File: config.mk
export PLATFORM = sky130hd
export DESIGN_NAME = cotm32_csr_file
export DESIGN_NICKNAME = d
export VERILOG_FILES = /design/src/rtl/cotm32_csr_file.sv
export SDC_FILE = /design/constraint.sdc
export NUM_CORES = 1
export LEC_CHECK = 0
export CAP_MARGIN = 20
export CORE_MARGIN = 4
export CORE_UTILIZATION = 54
export DETAILED_ROUTE_END_ITERATION = 12
export HOLD_SLACK_MARGIN = 0.06
export PLACE_DENSITY = 0.95
export RECOVER_POWER = 50
export SYNTH_ARGS = -nofsm -noshare
export SYNTH_HDL_FRONTEND = slang
export SYNTH_SLANG_ARGS = --single-unit
File: constraint.sdc
create_clock -name clk -period 5.05 [get_ports clk]
set_input_delay 0.7575 -clock clk [delete_from_list [all_inputs] [get_ports clk]]
set_output_delay 0.7575 -clock clk [all_outputs]
set_load 0.05 [all_outputs]
File: src/rtl/cotm32_csr_file.sv
// Machine-mode CSR file and trap/mret sequencer for the cotm32 core.
// Holds the M-mode CSRs and privilege mode, and resolves the trap vector and pending interrupt cause.
module cotm32_csr_file #(
    parameter logic [31:0] MTVEC_RESET = 32'h0000_0000,
    parameter bit          VECTORED_EN = 1'b1
) (
    input  logic        clk,
    input  logic        rst_n,
    input  logic [1:0]  csr_op,
    input  logic [11:0] csr_addr,
    input  logic [31:0] csr_wdata,
    output logic [31:0] csr_rdata,
    output logic        csr_illegal,
    input  logic        trap_req,
    input  logic [31:0] trap_cause,
    input  logic [31:0] trap_pc,
    input  logic [31:0] trap_val,
    input  logic        mret_req,
    input  logic        irq_ext,
    input  logic        irq_timer,
    input  logic        irq_soft,
    output logic        irq_pending,
    output logic [31:0] irq_cause,
    output logic [31:0] trap_vector,
    output logic [31:0] mret_pc,
    output logic [1:0]  priv
);
    localparam logic [1:0]  CSR_OP_NONE = 2'd0;
    localparam logic [1:0]  CSR_OP_RW   = 2'd1;
    localparam logic [1:0]  CSR_OP_RS   = 2'd2;
    localparam logic [1:0]  CSR_OP_RC   = 2'd3;
    localparam logic [11:0] ADDR_MSTATUS  = 12'h300;
    localparam logic [11:0] ADDR_MIE      = 12'h304;
    localparam logic [11:0] ADDR_MTVEC    = 12'h305;
    localparam logic [11:0] ADDR_MSCRATCH = 12'h340;
    localparam logic [11:0] ADDR_MEPC     = 12'h341;
    localparam logic [11:0] ADDR_MCAUSE   = 12'h342;
    localparam logic [11:0] ADDR_MTVAL    = 12'h343;
    localparam logic [11:0] ADDR_MIP      = 12'h344;
    localparam logic [31:0] IRQ_MASK      = 32'h0000_0888;

    typedef enum logic [1:0] {
        PRIV_U = 2'b00,
        PRIV_M = 2'b11
    } priv_mode_t;

    priv_mode_t  priv_q, priv_d;
    logic        mst_mie_q, mst_mie_d;
    logic        mst_mpie_q, mst_mpie_d;
    logic [1:0]  mst_mpp_q, mst_mpp_d;
    logic [31:0] mie_q, mie_d;
    logic [31:0] mtvec_q, mtvec_d;
    logic [31:0] mscratch_q, mscratch_d;
    logic [31:0] mepc_q, mepc_d;
    logic [31:0] mcause_q, mcause_d;
    logic [31:0] mtval_q, mtval_d;
    logic [31:0] mip_q, mip_d;

    logic [31:0] mstatus_val, old_val, new_val, irq_en;
    logic        addr_ok, mret_go, csr_we;

    always_comb begin
        mstatus_val        = 32'h0;
        mstatus_val[3]     = mst_mie_q;
        mstatus_val[7]     = mst_mpie_q;
        mstatus_val[12:11] = mst_mpp_q;
        addr_ok = 1'b1;
        old_val = 32'h0;
        case (csr_addr)
            ADDR_MSTATUS:  old_val = mstatus_val;
            ADDR_MIE:      old_val = mie_q;
            ADDR_MTVEC:    old_val = mtvec_q;
            ADDR_MSCRATCH: old_val = mscratch_q;
            ADDR_MEPC:     old_val = mepc_q;
            ADDR_MCAUSE:   old_val = mcause_q;
            ADDR_MTVAL:    old_val = mtval_q;
            ADDR_MIP:      old_val = mip_q;
            default:       addr_ok = 1'b0;
        endcase
        case (csr_op)
            CSR_OP_RW: new_val = csr_wdata;
            CSR_OP_RS: new_val = old_val | csr_wdata;
            CSR_OP_RC: new_val = old_val & ~csr_wdata;
            default:   new_val = old_val;
        endcase
        csr_illegal = (csr_op != CSR_OP_NONE) && (!addr_ok || priv_q == PRIV_U);
        csr_rdata   = (csr_op != CSR_OP_NONE && addr_ok) ? old_val : 32'h0;
    end

    // Priority: trap, then mret (M-mode only), then CSR write.
    assign mret_go = mret_req && (priv_q == PRIV_M);
    assign csr_we  = (csr_op != CSR_OP_NONE) && !csr_illegal && !trap_req && !mret_go;

    always_comb begin
        priv_d     = priv_q;
        mst_mie_d  = mst_mie_q;
        mst_mpie_d = mst_mpie_q;
        mst_mpp_d  = mst_mpp_q;
        mie_d      = mie_q;
        mtvec_d    = mtvec_q;
        mscratch_d = mscratch_q;
        mepc_d     = mepc_q;
        mcause_d   = mcause_q;
        mtval_d    = mtval_q;
        mip_d      = {20'h0, irq_ext, 3'b000, irq_timer, 3'b000, irq_soft, 3'b000};
        if (trap_req) begin
            mepc_d     = trap_pc & ~32'h3;
            mcause_d   = trap_cause;
            mtval_d    = trap_val;
            mst_mpie_d = mst_mie_q;
            mst_mie_d  = 1'b0;
            mst_mpp_d  = priv_q;
            priv_d     = PRIV_M;
        end else if (mret_go) begin
            priv_d     = priv_mode_t'(mst_mpp_q);
            mst_mie_d  = mst_mpie_q;
            mst_mpie_d = 1'b1;
            mst_mpp_d  = PRIV_U;
        end else if (csr_we) begin
            case (csr_addr)
                ADDR_MSTATUS: begin
                    mst_mie_d  = new_val[3];
                    mst_mpie_d = new_val[7];
                    if (new_val[12:11] == 2'b00 || new_val[12:11] == 2'b11)
                        mst_mpp_d = new_val[12:11];
                end
                ADDR_MIE:      mie_d = new_val & IRQ_MASK;
                ADDR_MTVEC: begin
                    mtvec_d[31:2] = new_val[31:2];
                    if (new_val[1:0] == 2'b00 || (new_val[1:0] == 2'b01 && VECTORED_EN))
                        mtvec_d[1:0] = new_val[1:0];
                end
                ADDR_MSCRATCH: mscratch_d = new_val;
                ADDR_MEPC:     mepc_d = new_val & ~32'h3;
                ADDR_MCAUSE:   mcause_d = new_val;
                ADDR_MTVAL:    mtval_d = new_val;
                default:       ;
            endcase
        end
    end

    always_ff @(posedge clk) begin
        if (!rst_n) begin
            priv_q     <= PRIV_M;
            mst_mie_q  <= 1'b0;
            mst_mpie_q <= 1'b0;
            mst_mpp_q  <= 2'b11;
            mie_q      <= 32'h0;
            mtvec_q    <= MTVEC_RESET;
            mscratch_q <= 32'h0;
            mepc_q     <= 32'h0;
            mcause_q   <= 32'h0;
            mtval_q    <= 32'h0;
            mip_q      <= 32'h0;
        end else begin
            priv_q     <= priv_d;
            mst_mie_q  <= mst_mie_d;
            mst_mpie_q <= mst_mpie_d;
            mst_mpp_q  <= mst_mpp_d;
            mie_q      <= mie_d;
            mtvec_q    <= mtvec_d;
            mscratch_q <= mscratch_d;
            mepc_q     <= mepc_d;
            mcause_q   <= mcause_d;
            mtval_q    <= mtval_d;
            mip_q      <= mip_d;
        end
    end

    always_comb begin
        irq_en      = mip_q & mie_q;
        irq_pending = (|irq_en) && (priv_q == PRIV_U || mst_mie_q);
        irq_cause   = 32'h0;
        if (irq_pending) begin
            if (irq_en[11])     irq_cause = {1'b1, 31'd11};
            else if (irq_en[3]) irq_cause = {1'b1, 31'd3};
            else                irq_cause = {1'b1, 31'd7};
        end
        trap_vector = {mtvec_q[31:2], 2'b00};
        if (mtvec_q[1:0] == 2'b01 && trap_cause[31])
            trap_vector = {mtvec_q[31:2], 2'b00} + {trap_cause[29:0], 2'b00};
    end

    assign mret_pc = mepc_q;
    assign priv    = priv_q;

endmodule

==> reports/results.ini, run 1 <==
[status]
violations = max-capacitance violations, max-slew violations
status = finished with violations

[final_layout]
instances_no_fill = 1930
final_net_count = 1829
area_growth_pct = 32.59
drive_gt1_frac = 0.08419

[logic_synthesis]
synth_common_cells = a21oi_1, nor2_1, nand2_1
synth.most_common_cell = a21oi_1
yosysSeqAreaShare = 0.3188
synth_cell_type_count = 73
synth_edf_count = 0
postSynthAreaPerCell_um2 = 7.323
async_flop_share = 0
synth_top_family_by_area = compound AO/OA/AOI/OAI gates
synth_top_area_frac = 0.3188
yosysTopAreaCell = dfxtp_1
yosys.area_share.adder = 0.03586
synthTopCellsByArea = dfxtp_1, a21oi_1, nor2_1
ys_warn_count = 0
ys.flop_type = dfxtp_1
synth_compound_area_frac = 0.2965
synth_seq_cells = 170
synth-xor-area-share = 0.04184
netlist_instances = 1458
netlist_area_mm2 = 0.01068
synthSimpleGateAreaFrac = 0.2129
synthMuxAreaShare = 0.01301

[timing]
period_share = 0.9872
slew_viol_final = 140
rsz0062_at_grt = no
worst_slew_pin_slew_ps = 3546
worst_slack_ps = 64.74
fmax_mhz = 200.6
fin_setup_tns_ps = 0
hold_ws_ps = 480.0
clock_skew_ps = 6.157
period_minus_slack_ps = 4985
relSlewSlack = -1.364
finalHoldViolCount = 0
finalSetupViolCount = 0

[routing]
vias_per_cell = 6.511
drc = 0
drt_iter0_markers = 1906
routed_wl_mm = 40.05
dr.pass1.iters = 9
vias = 12570
postRouteAntennaNets = 0
avgRoutedWirePerCell_um = 20.75

[floorplan]
dieWidth_um = 148.6
io_pins = 281
start_util = 0.5486
die_h_um = 148.6
row_count = 51
core_mm2 = 0.01946
dieArea_mm2 = 0.02208

[flow_run]
max_cap_viol_count = 2

[placed_design]
place_ws_ps = 214.3
gp_congestion = 1.030
post-dp-hpwl_mm = 26.99
port_buffers = 247
placedCellCount = 1895

[cts]
clk_path_buf_depth = 2
clock_latency_ps = 430
htreeDepth = 4
cts_tree = done
cts_buffers = 17
root_buffer = clkbuf_16
cts_sinks = 170
ctsHoldBuffers = 0
clk_pin_slew_ps = 60

[worst_setup_path]
crit_path_start = trap_cause[7]
end_kind = primary output
start_kind = input pin
cp.arrival_ps = 4230
crit_chain = clkdlybuf4s50_1 -> ha_1 -> a21o_1 -> or3_1 -> o211ai_1 -> o211ai_1 -> a2bb2oi_1 -> a41o_1 -> or4_1 -> nand3_1 -> buf_12
rr_worst_depth = 7
rrSetupSlack_ps = 1760
r2r-start = priv[1]$_SDFFE_PP1P_
r2r-end = mscratch_q[16]$_SDFFE_PN0P_
crit_top_cell = o211ai_1
path_class = input pin to primary output
cp_slowest_cell = or4_1
max_stage_delay_ps = 490
worstPathRequired_ps = 4290
crit_fanout = 5

[min_path]
whs_endpoint = mtvec_q[1]$_SDFFE_PN0P_
worstHoldPathType = flip-flop to flip-flop
min-delay-start = mtvec_q[1]$_SDFFE_PN0P_
hold_depth = 2

[global_route]
antenna_found_initial = 2
grt_start_max_net_pins = 88
grt_pass1_wl_mm = 61.81
grt_usage = 0.3465
grt_pass1_vias = 12110
grt.overflow.total = 0

[power]
p_leak_uw = 0.005468
power_density_mw_per_mm2 = 240.0
vdd_ir_drop_max_v = 0.0002527
power_uw = 3398

-- worst max path at each step --
stage | to | slack [ps]
after floorplan | trap_vector[22] | 500
after global placement | trap_vector[30] | 280
after detailed placement | trap_vector[31] | 210
after CTS | trap_vector[31] | 170
after global routing | trap_vector[31] | 3
final | trap_vector[28] | 60
-- cell usage in the layout (no fill, tap or decap), drive strengths merged, types with 6 or more instances in the layout --
cell / synthesis / layout
o21ai: 125 / 125
a22oi: 30 / 30
nand3: 16 / 16
o211ai: 8 / 8
nand2b: 9 / 9
nor3: 61 / 61
clkdlybuf4s50: 0 / 160
conb: 1 / 31
a21oi: 197 / 197
inv: 39 / 40
and2: 7 / 7
nor4: 10 / 10
nand2: 182 / 182
a211oi: 28 / 28
dlygate4sd3: 0 / 35
xnor2: 42 / 42
ha: 29 / 29
xor2: 9 / 9
clkbuf: 75 / 33
nor2: 194 / 194
a21o: 11 / 11
a22o: 7 / 7
a222oi: 30 / 30
mux2i: 6 / 6
a221oi: 29 / 29
dfxtp: 170 / 170
buf: 70 / 82
-- report_power, final --
group          internal (uW)  leakage [uW]  switching (uW)  total (uW)
clock network            831      0.000295             557        1390
registers               1400       0.00139            35.9        1430
logic                    223       0.00378             355         578
total                   2450       0.00547             949        3400
-- routing by layer --
layer,part of all wire,GRT usage
met2,0.46,0.5738
met3,0.13,0.07069
met1,0.35,0.4230
met4,0.059,0.1880
met5,0,0
-- flip-flops by register name, summed over array words and instances (netlist names) --
signal and cells:
mcause_q 32, mscratch_q 32, mtval_q 32, mtvec_q 32, mret_pc 30, mie_q 3
mip_q 3, mst_mpp_q 2, priv 2, mst_mie_q 1, mst_mpie_q 1
-- critical path: cells and delay by family --
| family | cells | cell delay [ps] |
|---|---|---|
| AO/OA/AOI/OAI | 5 | 1410 |
| adder cells (fa/ha/maj) | 1 | 390 |
| buffers and inverters | 2 | 630 |
| AND/OR/NAND/NOR | 3 | 1040 |
-- final cells by class --
cell class,instances,area [um^2]
fillers,1348,5306
multi-input cells,1134,6523
inverters,39,146.4
clock inverters,10,138.9
diodes,2,5.005
clock buffers,22,484.2
well taps,265,331.6
repair buffers,288,3124
flip-flops and latches,170,3403
-- cells by family after synthesis --
group | count (synthesis)
AOI/OAI and AO/OA | 505
xor gates and xnor gates | 51
adders and majority gates | 30
buffers and inverters | 184
DFF | 170
muxes | 11
other | 1
and+or+nand+nor | 506
-- metrics by stage --
step	util	area [um^2]
finish	0.7274	14160
global route	0.7274	14160
CTS	0.7294	14200
detailed placement	0.6974	13570
global placement	0.6974	13570
floorplan	-	10790
-- timing repair --
item	in CTS	in global routing
setup buffers	0	1
endpoints found under the hold margin	0	0
gates resized for setup	0	3
endpoints found under the setup margin	0	3
Power figures use the tool's default switching activity.
==> run 2, diff against run 1 <==
Settings changed: CORE_UTILIZATION 54 to 36, CTS_CLUSTER_DIAMETER from default to 40, PLACE_DENSITY 0.95 to 0.7.
==> reports/results.ini, run 2 (same netlist as run 1, synthesis figures left out) <==
[routing]
wl_met1_mm = 17.34  ; +25%
postRouteAntennaNets = 0  ; unchanged
met2_length_mm = 20.14  ; +8.7%
vias_per_cell = 5.762  ; -12%
drc = 0  ; unchanged
route.met3.wl_mm = 3.579  ; -32%
top_layer_used = met4
avgRoutedWirePerCell_um = 20.70  ; -0.25%
vias = 11820  ; -5.9%
drt_iter0_markers = 1173  ; -38%
dr.pass1.iters = 6  ; -3
routed_wl_mm = 42.47  ; +6.1%

[worst_setup_path]
crit_chain = clkdlybuf4s50_1 -> ha_1 -> a211oi_1 -> o21ai_0 -> a21oi_2 -> o31a_1 -> o21ai_0 -> o41ai_1 -> buf_4 -> mux2i_1 -> xnor2_1 -> buf_4 -> buf_12
end_kind = primary output
cp_slowest_cell = clkdlybuf4s50_1
start_kind = input pin
cp.arrival_ps = 4120  ; -110 ps
cp_top_family = compound AO/OA/AOI/OAI gates
max_stage_delay_ps = 450  ; -40 ps
rrSetupSlack_ps = 2250  ; +490 ps
crit_fanout = 4  ; -1
worst-path-buf-inv = 4  ; +2
worstPathRequired_ps = 4290  ; about the same
path_class = input pin to primary output

[global_route]
grt_start_max_net_pins = 91  ; +3.4%
antenna_found_initial = 2  ; unchanged
grt_pass1_wl_mm = 65.16  ; +5.4%
grt.overflow.total = 0  ; unchanged
grt_usage = 0.2482  ; -0.09829
grt_pass1_vias = 11630  ; -4.0%

[final_layout]
instances_no_fill = 2052  ; +6.3%
multiInputGateArea_mm2 = 0.006482  ; -0.61%
nFillCells = 2763  ; +100%
final_net_count = 1832  ; +0.16%
final_common_cell = a21oi_1
final_cell_mix = a21oi_1, nor2_1, nand2_1
regArea_mm2 = 0.003403  ; unchanged
area_growth_pct = 34.76
drive_gt1_frac = 0.08944  ; +0.005251

[cts]
cts_buffers = 17  ; unchanged
clock_latency_ps = 430  ; about the same
clk_path_buf_depth = 2  ; unchanged
htreeDepth = 4  ; unchanged
ctsHoldBuffers = 0  ; unchanged
cts_sinks = 170  ; unchanged
clk_pin_slew_ps = 60  ; about the same
root_buffer = clkbuf_16
cts_tree = done

[floorplan]
dieArea_mm2 = 0.03248  ; +47%
die_h_um = 180.2  ; +21%
dieWidth_um = 180.2  ; +21%
row_count = 62  ; +22%
start_util = 0.3680  ; -0.1806
io_pins = 281  ; unchanged
core_mm2 = 0.02901  ; +49%

[power]
swShare = 0.2851  ; +0.005929
p_leak_uw = 0.005533  ; +1.2%
power_frac_clock = 0.417  ; +0.008
vdd_ir_drop_max_v = 0.0001445  ; -43%
p_int_uw = 2456  ; +0.28%
power_uw = 3436  ; +1.1%
power_switching_uw = 979.5  ; +3.3%
power_density_mw_per_mm2 = 238.8  ; -0.51%
seqPwrFrac = 0.417  ; -0.004
combinationalPowerShare = 0.167  ; -0.003

[timing]
clock_skew_ps = 10.72  ; +4.567 ps
slew_viol_final = 82  ; -41%
period_share = 0.9656  ; -0.02155
finalSetupViolCount = 0  ; unchanged
fmax_mhz = 205.1  ; +2.2%
fin_setup_tns_ps = 0  ; unchanged
worst_slew_pin_slew_ps = 1672  ; -1874 ps
rsz0062_at_grt = no
worst_slack_ps = 173.6  ; +108.8 ps
relSlewSlack = -0.1148  ; +1.249
finalHoldViolCount = 0  ; unchanged
hold_ws_ps = 480.0  ; +0.01900 ps
period_minus_slack_ps = 4876  ; -108.8 ps

[placed_design]
gp_congestion = 0.9501  ; -7.7%
place_ws_ps = 111.1  ; -103.1 ps
post-dp-hpwl_mm = 29.10  ; +7.8%
port_buffers = 247  ; unchanged
placedCellCount = 2018  ; +6.5%

[flow_run]
max_cap_viol_count = 2  ; unchanged

[min_path]
worstHoldPathType = flip-flop to flip-flop

[status]
violations = max-capacitance violations, max-slew violations
status = finished with violations

run 2: per-stage QoR:
stage	area [um^2]	utilization
after global routing	14390	0.4959
after CTS	14460	0.4983
after global placement	13820	0.4763
after detailed placement	13820	0.4763
final	14390	0.4959
after floorplan	10790	-
run 2: power by group through the flow:
stage          Clock [uW]  Combinational, uW  Sequential (uW)
2_1_floorplan           0                303             1510
3_3_place_gp            0                568             1460
3_5_place_dp            0                574             1460
4_1_cts              1450                576             1430
5_1_grt              1510                614             1440
6_report             1430                573             1430
run 2: final cells by class:
| type | instances | share of cell area |
|---|---|---|
| Multi-Input combinational cell | 1134 | 0.4506 |
| Antenna cell | 2 | 0.0003479 |
| Sequential cell | 170 | 0.2365 |
| Tap cell | 384 | 0.03339 |
| Inverter | 39 | 0.01017 |
| Timing Repair Buffer | 291 | 0.2246 |
| Clock buffer | 17 | 0.02957 |
| Clock inverter | 15 | 0.01478 |
run 2: timing repair:
item | CTS | global route
endpoints found under the setup margin | 0 | 3
resized for setup | 0 | 3
setup buffers | 0 | 0
run 2: final timing paths:
path	from	end	cells past startpoint
max	trap_cause[1]	trap_vector[31]	13
max reg2reg	priv[1]$_SDFFE_PP1P_	mtval_q[0]$_SDFFE_PN0P_	8
min	mtvec_q[1]$_SDFFE_PN0P_	mtvec_q[1]$_SDFFE_PN0P_	2
min reg2reg	mtvec_q[1]$_SDFFE_PN0P_	mtvec_q[1]$_SDFFE_PN0P_	2
run 2: metal layers:
layer	vias up	track usage
met2	638	0.4166
li1	5554	-
met3	101	0.03310
met1	5530	0.3225
met4	0	0.1019
met5	-	0
run 2: worst register-to-register path, cell delays in order, from the launching register on:
cell and delay (ps):
dfxtp_1 340, nand3_1 230, nand2_1 290, nor4_4 230
clkbuf_1 1020, nor2_1 110, a211oi_1 310, a21oi_1 70
nor2_1 120
